**src/rtl/dir_tracker_if.sv**
```systemverilog
// dir_tracker_if: sensor inputs, clear, and per-lane status/count outputs of dir_tracker.
interface dir_tracker_if #(
    parameter int CH = 2,
    parameter int CW = 8
);
    logic [CH-1:0]    e;
    logic [CH-1:0]    w;
    logic             clr;
    logic [CH-1:0]    idle;
    logic [CH-1:0]    pass_ew;
    logic [CH-1:0]    pass_we;
    logic [CH-1:0]    abort;
    logic [CH*CW-1:0] cnt_ew;
    logic [CH*CW-1:0] cnt_we;
    modport master(output e, w, clr, input idle, pass_ew, pass_we, abort, cnt_ew, cnt_we);
    modport slave(input e, w, clr, output idle, pass_ew, pass_we, abort, cnt_ew, cnt_we);
endinterface

```
**src/rtl/dir_tracker.sv**
```systemverilog
// dir_tracker: per-lane E/W pass detection with arm timeout, jam detection and
// saturating pass counters; every output comes from registered state.
module dir_tracker #(
    parameter int CH  = 2,
    parameter int CW  = 8,
    parameter int TMO = 16,
    parameter int TW  = 8
) (
    input logic         clk,
    input logic         rst_n,
    dir_tracker_if.slave sen
);
    typedef enum logic [2:0] {IDLE, ARM_E, ARM_W, CROSS_EW, CROSS_WE, JAM} state_t;
    localparam int unsigned TL = (TMO > 0) ? TMO - 1 : 0;
    for (genvar i = 0; i < CH; i++) begin : g_lane
        state_t        st_q, st_d;
        logic [TW-1:0] tmr_q, tmr_d;
        logic          pew_q, pew_d, pwe_q, pwe_d, ab_q, ab_d;
        logic [CW-1:0] cew_q, cew_d, cwe_q, cwe_d;
        logic          ei, wi, partner;
        assign ei = sen.e[i];
        assign wi = sen.w[i];
        assign partner = (st_q == ARM_E) ? wi : ei;
        always_comb begin
            st_d  = st_q;
            tmr_d = '0;
            pew_d = 1'b0;
            pwe_d = 1'b0;
            ab_d  = 1'b0;
            case (st_q)
                IDLE: st_d = (ei && wi) ? JAM : ei ? ARM_E : wi ? ARM_W : IDLE;
                ARM_E, ARM_W: begin
                    // the partner sensor beats a coincident timeout
                    if (partner) st_d = (st_q == ARM_E) ? CROSS_EW : CROSS_WE;
                    else if (TMO > 0 && tmr_q == TW'(TL)) begin
                        st_d = IDLE;
                        ab_d = 1'b1;
                    end else tmr_d = tmr_q + 1'b1;
                end
                CROSS_EW, CROSS_WE, JAM: if (!(ei || wi)) begin
                    st_d  = IDLE;
                    pew_d = st_q == CROSS_EW;
                    pwe_d = st_q == CROSS_WE;
                    ab_d  = st_q == JAM;
                end
                default: st_d = IDLE;
            endcase
            cew_d = sen.clr ? '0 : (pew_d && !(&cew_q)) ? cew_q + 1'b1 : cew_q;
            cwe_d = sen.clr ? '0 : (pwe_d && !(&cwe_q)) ? cwe_q + 1'b1 : cwe_q;
        end
        always_ff @(posedge clk or negedge rst_n) begin
            if (!rst_n) begin
                st_q  <= IDLE;
                tmr_q <= '0;
                pew_q <= 1'b0;
                pwe_q <= 1'b0;
                ab_q  <= 1'b0;
                cew_q <= '0;
                cwe_q <= '0;
            end else begin
                st_q  <= st_d;
                tmr_q <= tmr_d;
                pew_q <= pew_d;
                pwe_q <= pwe_d;
                ab_q  <= ab_d;
                cew_q <= cew_d;
                cwe_q <= cwe_d;
            end
        end
        assign sen.idle[i]              = st_q == IDLE;
        assign sen.pass_ew[i]           = pew_q;
        assign sen.pass_we[i]           = pwe_q;
        assign sen.abort[i]             = ab_q;
        assign sen.cnt_ew[i*CW +: CW]   = cew_q;
        assign sen.cnt_we[i*CW +: CW]   = cwe_q;
    end
endmodule

```
**src/flat_wrapper.sv**
```systemverilog
// flat-port wrapper written by rule: the top's interface ports become plain ports
module dir_tracker_flat 
#(
    parameter int CH  = 2,
    parameter int CW  = 8,
    parameter int TMO = 16,
    parameter int TW  = 8
)
  (clk, rst_n, sen_e, sen_w, sen_clr, sen_idle, sen_pass_ew, sen_pass_we, sen_abort, sen_cnt_ew, sen_cnt_we);
  dir_tracker_if #(.CH(CH), .CW(CW)) sen_i ();
  input logic clk;
  input logic rst_n;
  input wire logic [$bits(sen_i.e)-1:0] sen_e;
  input wire logic [$bits(sen_i.w)-1:0] sen_w;
  input wire logic [$bits(sen_i.clr)-1:0] sen_clr;
  output wire logic [$bits(sen_i.idle)-1:0] sen_idle;
  output wire logic [$bits(sen_i.pass_ew)-1:0] sen_pass_ew;
  output wire logic [$bits(sen_i.pass_we)-1:0] sen_pass_we;
  output wire logic [$bits(sen_i.abort)-1:0] sen_abort;
  output wire logic [$bits(sen_i.cnt_ew)-1:0] sen_cnt_ew;
  output wire logic [$bits(sen_i.cnt_we)-1:0] sen_cnt_we;
  assign sen_i.e = sen_e;
  assign sen_i.w = sen_w;
  assign sen_i.clr = sen_clr;
  assign sen_idle = sen_i.idle;
  assign sen_pass_ew = sen_i.pass_ew;
  assign sen_pass_we = sen_i.pass_we;
  assign sen_abort = sen_i.abort;
  assign sen_cnt_ew = sen_i.cnt_ew;
  assign sen_cnt_we = sen_i.cnt_we;
  dir_tracker #(.CH(CH), .CW(CW), .TMO(TMO), .TW(TW)) u_core (.clk(clk), .rst_n(rst_n), .sen(sen_i));
endmodule
```
**config.mk**
```make
export PLATFORM = sky130hd
export DESIGN_NAME = dir_tracker_flat
export DESIGN_NICKNAME = d
export VERILOG_FILES = /design/src/rtl/dir_tracker_if.sv /design/src/rtl/dir_tracker.sv /design/src/flat_wrapper.sv
export SDC_FILE = /design/constraint.sdc
export NUM_CORES = 1
export LEC_CHECK = 0
export CORE_ASPECT_RATIO = 0.8
export CORE_MARGIN = 4
export CORE_UTILIZATION = 30
export CTS_CLUSTER_SIZE = 10
export DETAILED_ROUTE_END_ITERATION = 10
export GPL_TIMING_DRIVEN = 0
export PLACE_DENSITY = 0.56
export SLEW_MARGIN = 20
export SYNTH_ARGS = -nofsm -noshare
export SYNTH_HDL_FRONTEND = slang
export SYNTH_SLANG_ARGS = --single-unit
```
**constraint.sdc**
```tcl
create_clock -name clk -period 2.3 [get_ports clk]
set_input_delay 0.23 -clock clk [delete_from_list [all_inputs] [get_ports clk]]
set_output_delay 0.23 -clock clk [all_outputs]
set_load 0.02 [all_outputs]
```
==> results of run 1 <==
worst max-delay path: cells and delay by family, from the launching register on:
kind | cells | cell delay, ps
compound gates | 1 | 150
flops | 1 | 390
simple gates | 3 | 1290
buf+inv | 2 | 290
worst max-delay path by stage:
stage,from,endpoint,slack (ps),cells after the start
after CTS,u_core.g_lane[1].st_q[0]$_DFFE_PN0P_,u_core.g_lane[1].cwe_q[4]$_DFFE_PN0P_,40,5
after global routing,u_core.g_lane[1].st_q[2]$_DFFE_PN0P_,u_core.g_lane[1].cew_q[6]$_DFFE_PN0P_,20,6
after floorplan,u_core.g_lane[0].st_q[1]$_DFFE_PN0P_,u_core.g_lane[0].cwe_q[6]$_DFFE_PN0P_,220,6
final,u_core.g_lane[0].st_q[1]$_DFFE_PN0P_,u_core.g_lane[0].cwe_q[6]$_DFFE_PN0P_,110,6
after global placement,rst_n,u_core.g_lane[1].pew_q$_DFF_PN0_,-1100,1
after detailed placement,sen_e[1],u_core.g_lane[1].cew_q[6]$_DFFE_PN0P_,-80,6
cell type report:
type,count,share of cell area
multi-input cells,243,0.371
flip-flops and latches,60,0.360
repair buffers,46,0.114
clock buffers,11,0.0606
well taps,140,0.0420
plain buffers,23,0.0303
clock inverters,5,0.0144
inverters,9,0.00810
report_power, final:
group,leakage [nW],internal (mW),switching [mW]
sequential,0.828,1.14,0.0614
combinational,0.685,0.278,0.408
clock,0.140,0.896,0.496
per-stage QoR:
step / TNS, ps / hold WS, ps
2_1_floorplan: 0 / -65.6
3_3_place_gp: -66100 / 451
3_5_place_dp: -250 / 133
4_1_cts: 0 / 230
5_1_grt: 0 / 259
6_report: 0 / 243
synthesized netlist by cell type, types with 2 or more instances:
library cell / count / area, µm²
dfrtp_1: 60 / 1500
nor2_1: 32 / 120
a21oi_1: 29 / 145
nand2_1: 19 / 71.3
nand3_1: 15 / 75.1
clkbuf_1: 14 / 52.6
o21ai_0: 14 / 70.1
or4_1: 13 / 97.6
nor3_1: 9 / 45.0
inv_1: 8 / 30.0
nor2b_1: 8 / 50.1
nand2b_1: 7 / 43.8
o31ai_1: 7 / 52.6
xnor2_1: 7 / 61.3
and4_1: 6 / 52.6
buf_4: 6 / 45.0
ha_1: 6 / 75.1
mux2_2: 6 / 67.6
o41ai_1: 6 / 52.6
or3_1: 6 / 37.5
nor4_1: 5 / 31.3
and3_1: 4 / 25.0
xor2_1: 4 / 35.0
a31o_2: 3 / 26.3
nand3b_1: 3 / 22.5
nand4_1: 3 / 18.8
nor3b_1: 3 / 22.5
nor4b_1: 3 / 26.3
or2_2: 3 / 18.8
a2111oi_0: 2 / 17.5
a2bb2oi_1: 2 / 17.5
a32oi_1: 2 / 17.5
buf_6: 2 / 22.5
mux2i_1: 2 / 20.0
routing by layer:
| layer | up-vias | track usage | wire (µm) |
|---|---|---|---|
| li1 | 1353 | - | - |
| met1 | 1252 | 0.193 | 3890 |
| met2 | 54 | 0.182 | 3180 |
| met3 | 11 | 0.0477 | 475 |
| met4 | 0 | 0.0562 | 123 |
| met5 | - | 0 | 0 |
timing repair:
item | CTS | global route
gates resized for setup | 1 | 2
setup endpoints to repair | 1 | 6
hold buffers | 1 | 0
endpoints found under the hold margin | 17 | 0
cells by family after synthesis:
| group | share of synthesized area |
|---|---|
| AO/OA/AOI/OAI | 0.151 |
| XOR/XNOR | 0.0301 |
| adder cells (fa/ha/maj) | 0.0234 |
| buffers and inverters | 0.0511 |
| flip-flops | 0.468 |
| multiplexers | 0.0273 |
| AND/OR/NAND/NOR | 0.249 |
state kept, by name, summed over array words and instances (netlist names):
register,cells
u_core.g_lane.tmr_q,16
u_core.g_lane.pew_q,2
u_core.g_lane.cew_q,16
u_core.g_lane.ab_q,2
u_core.g_lane.st_q,6
u_core.g_lane.cwe_q,16
u_core.g_lane.pwe_q,2
==> metrics.yaml, run 1 <==
status: "completed"
rr_endpoint: "u_core.g_lane[0].cwe_q[6]$_DFFE_PN0P_"
maxSlewViolCount: 0
crit_slowest_cell: "or4b_4"
hp-class: "in2reg"
drive_gt1_frac: 0.111
worstMarginPinSlew_ps: 683
area_growth_pct: 30.2
stdcell_count: 537
holdPathStages: 3
layout_commonest_cell: "dfrtp_1"
nNetsFinal: 405
whs_endpoint: "u_core.g_lane[0].st_q[2]$_DFFE_PN0P_"
syn_inst: 336
dp_slack_ps: -82.6
multi_input_area_um2: 1550
viasPerCell: 4.97
fp.dieArea_um2: 12400
cp_common_cell: "buf_6"
worstSetupEndpointType: "flop"
vias: 2670
rows: 33
place_area_um2: 3850
grt_usage: 0.134
p_total_mw: 3.28
placed_cells: 521
fmax_mhz: 456
antenna_cells: 0
die_w_um: 124
cts.sinks: 60
grt_pass1_vias: 2580
cts_buffers: 9
clk_pin_slew_ps: 50
routed_wl_mm: 7.67
cts_setup_buffers: 0
cts.path.max_buffers: 2
grt_setup_unrepaired: "no"
max-cap-violations: 0
syn_area_per_cell_um2: 9.54
final_cell_mix: "dfrtp_1, clkdlybuf4s50_1, nor2_1"
reg2reg_from: "u_core.g_lane[0].st_q[1]$_DFFE_PN0P_"
p_leak_nw: 1.65
synth_nets: 349
cp_max_fo: 10
ys_ff_latch: 60
grt_pass1_wl_mm: 13.1
seq_area_um2: 1500
ys_types: 51
synth_ff_type: "dfrtp_1"
fill_cells: 1046
ys_seq_area_frac: 0.468
max_stage_delay_ps: 540
hold_start: "sen_w[0]"
setup_viol: 0
critical_path_class: "reg2reg"
peakVddDrop_mv: 0.736
hold_viol: 0
io_buffers: 44
finalInstanceArea_um2: 4170
required_ps: 2550
overflow: 0
cp-start-kind: "flop"
rrSetupSlack_ps: 110
place_hpwl_mm: 5.30
powerDensity_nw_per_um2: 785
crit_arrival_ps: 2440
clkLatencyLatePin_ps: 330
top_level_ports: 47
worstRegToRegCells: 6
yosysWarnings: 0
fin_crit_ps: 2190
cts_tree: "done"
core_area_um2: 10300
drtIter0Drc: 189
die_height_um: 100
drtPass1Iterations: 4
post-route-util: 0.404
synth_edf_count: 0
initial_utilization: 0.311
grt_max_degree: 44
cts_root_buffer: "clkbuf_16"
fin_ws_ps: 108
post-route-period-util: 0.953
drc: 0
antenna_left: 0
clock_skew_ps: 4.00
async_reset_ff_frac: 1.00
crit_chain: "buf_6, or4b_4, or2_4, buf_6, or4_1, a21oi_1"
slew_headroom: 0.543
antenna_found_initial: 0
wl_per_cell_um: 14.3
cts-htree-levels: 3
globalplace.congestion: 0.788
syn_area_um2: 3210
(Power assumes the default switching activity.)
==> inputs of run 2 (changes only) <==
- CORE_ASPECT_RATIO: 0.8 -> 0.5
- MAX_ROUTING_LAYER: not set -> met4
==> run 2 against run 1 <==
Via count up 1.2%. Hold slack worse by 7.5 ps. Clock power rose by 8%. Final area increased by 0.57%. Count of clock-buffer cells in the layout increased by 1. Worst setup slack improved by 8.7 ps. Maximum frequency rose by 0.40%. Combinational power is essentially flat. Sequential power barely moved. Die area rose by 0.73%. Critical path depth is the same. Highest routed layer unchanged.
==> metrics.yaml, run 2 (synthesized netlist as in run 1, its figures left out) <==
crit_arrival_ps: 2440  # about the same
grt_max_degree: 39  # was 44
cts_root_buffer: "clkbuf_16"  # unchanged
fmax_mhz: 458  # was 456 MHz
initial_utilization: 0.311  # about the same
gr-usage-met1: 0.155  # was 0.193
met2_usage: 0.203  # was 0.182
grt_pass1_wl_mm: 12.4  # was 13.1 mm
antenna_found_initial: 0  # unchanged
worstSetupEndpointType: "flop"  # unchanged
drtPass1Iterations: 4  # unchanged
cts_buffers: 9  # unchanged
post-route-util: 0.407  # was 0.404
post-route-period-util: 0.949  # was 0.953
antenna_cells: 0  # unchanged
rrSetupSlack_ps: 120  # was 110 ps
overflow: 0  # unchanged
drive_gt1_frac: 0.116  # was 0.111
fin_ws_ps: 116  # was 108 ps
routed_wl_mm: 7.34  # was 7.67 mm
fin_crit_ps: 2180  # was 2190 ps
busiest_layer: "met2"  # was met1
cts.path.max_buffers: 2  # unchanged
dp_slack_ps: -127  # was -82.6 ps
hp-class: "in2reg"  # unchanged
clkLatencyLatePin_ps: 330  # about the same
peakVddDrop_mv: 0.371  # was 0.736 mV
multi_input_area_um2: 1560  # was 1550 µm²
grt_usage: 0.128  # was 0.134
stdcell_count: 537  # unchanged
required_ps: 2550  # about the same
rr_endpoint: "u_core.g_lane[0].cwe_q[6]$_DFFE_PN0P_"  # unchanged
antenna_left: 0  # unchanged
die_w_um: 154  # was 124 µm
top_level_ports: 47  # unchanged
rows: 26  # was 33
fp.dieArea_um2: 12500  # was 12400 µm²
cts.sinks: 60  # unchanged
whs_endpoint: "u_core.g_lane[0].st_q[2]$_DFFE_PN0P_"  # unchanged
clock_skew_ps: 5.39  # was 4.00 ps
drtIter0Drc: 157  # was 189
io_buffers: 44  # unchanged
place_hpwl_mm: 5.19  # was 5.30 mm
wl_per_cell_um: 13.7  # was 14.3 µm
cts_tree: "done"  # unchanged
die_height_um: 81.1  # was 100 µm
reg2reg_from: "u_core.g_lane[0].st_q[1]$_DFFE_PN0P_"  # unchanged
use_met3: 0.0442  # was 0.0477
critical_path_class: "reg2reg"  # unchanged
cp_max_fo: 10  # unchanged
viasPerCell: 5.03  # was 4.97
setup_viol: 0  # unchanged
seq_area_um2: 1500  # unchanged
layout_commonest_cell: "dfrtp_1"  # unchanged
final_cell_mix: "dfrtp_1, clkdlybuf4s50_1, nor2_1"  # unchanged
status: "completed"  # unchanged
core_area_um2: 10300  # about the same
finalInstanceArea_um2: 4200  # was 4170 µm²
max-cap-violations: 0  # unchanged
fill_cells: 1029  # was 1046
cts_setup_buffers: 0  # unchanged
cts-htree-levels: 3  # unchanged
hold_viol: 0  # unchanged
clk_pin_slew_ps: 50  # about the same
powerDensity_nw_per_um2: 807  # was 785 nW/µm²
drc: 0  # unchanged
area_growth_pct: 30.9  # was 30.2%
p_total_mw: 3.38  # was 3.28 mW
reg_top3: "u_core.g_lane.cew_q: 16 flops, u_core.g_lane.cwe_q: 16 flops, u_core.g_lane.tmr_q: 16 flops"  # unchanged
grt_setup_unrepaired: "no"  # unchanged
nNetsFinal: 405  # unchanged
grt_pass1_vias: 2516  # was 2580
worstMarginPinSlew_ps: 776  # was 683 ps
p_leak_nw: 1.68  # was 1.65 nW
place_area_um2: 3840  # was 3850 µm²
worstRegToRegCells: 6  # unchanged
cp-start-kind: "flop"  # unchanged
slew_headroom: 0.469  # was 0.543
maxSlewViolCount: 0  # unchanged
globalplace.congestion: 0.795  # was 0.788
hold_start: "sen_w[0]"  # unchanged
vias: 2702  # was 2670
placed_cells: 521  # unchanged
holdPathStages: 3  # unchanged
-- run 2: changes by cell type in the layout (fill, tap and decap cells not counted), sizes merged --
cell,before,now
clkinvlp,4,0
clkbuf,25,26
clkinv,0,2
bufinv,1,2
-- run 2: through the flow --
step | hold slack (ps) | TNS (ps)
2_1_floorplan | -65.6 | 0
3_3_place_gp | 452 | -65980
3_5_place_dp | 154 | -312
4_1_cts | 228 | 0
5_1_grt | 255 | 0
6_report | 235 | 0
-- run 2: worst max-delay path by stage --
| stage | start | end | slack (ps) | cells after the start |
|---|---|---|---|---|
| floorplan | u_core.g_lane[0].st_q[1]$_DFFE_PN0P_ | u_core.g_lane[0].cwe_q[6]$_DFFE_PN0P_ | 220 | 6 |
| global placement | rst_n | u_core.g_lane[1].tmr_q[4]$_DFF_PN0_ | -1100 | 1 |
| detailed placement | sen_e[1] | u_core.g_lane[1].cew_q[5]$_DFFE_PN0P_ | -130 | 6 |
| CTS | u_core.g_lane[1].st_q[1]$_DFFE_PN0P_ | u_core.g_lane[1].cew_q[5]$_DFFE_PN0P_ | 60 | 6 |
| global route | u_core.g_lane[1].st_q[2]$_DFFE_PN0P_ | u_core.g_lane[1].cew_q[6]$_DFFE_PN0P_ | 30 | 6 |
| finish | u_core.g_lane[0].st_q[1]$_DFFE_PN0P_ | u_core.g_lane[0].cwe_q[6]$_DFFE_PN0P_ | 120 | 6 |
-- run 2: critical path, stage by stage, from the launching register on --
cell and delay (ps):
dfrtp_1 380, buf_6 140, or4b_4 530, or2_4 250, buf_6 140, or4_1 500
a21oi_1 150
-- run 2: final cells by class --
type | instances | share of cell area
Buffer | 23 | 0.0301
Clock inverter | 4 | 0.0167
Sequential cell | 60 | 0.358
Tap cell | 140 | 0.0417
Inverter | 9 | 0.00805
Timing Repair Buffer | 46 | 0.112
Multi-Input combinational cell | 243 | 0.371
Clock buffer | 12 | 0.0635
-- run 2: timing repair --
action,4_1_cts,5_1_grt
setup endpoints to repair,1,4
hold endpoints to repair,22,0
cloned,0,0
hold buffers,1,0
resized for setup,1,3
-- run 2: power breakdown --
part	switching [mW]	total [mW]	internal, mW
registers	0.0608	1.20	1.14
clock network	0.466	1.50	1.03
logic	0.412	0.689	0.277
total	0.939	3.38	2.45
-- run 2: metal layers --
metal  up-vias  share of wire
met5         -              0
met2        23           0.47
met1      1322           0.49
li1       1347              -
met3        10          0.032
met4         0          0.014
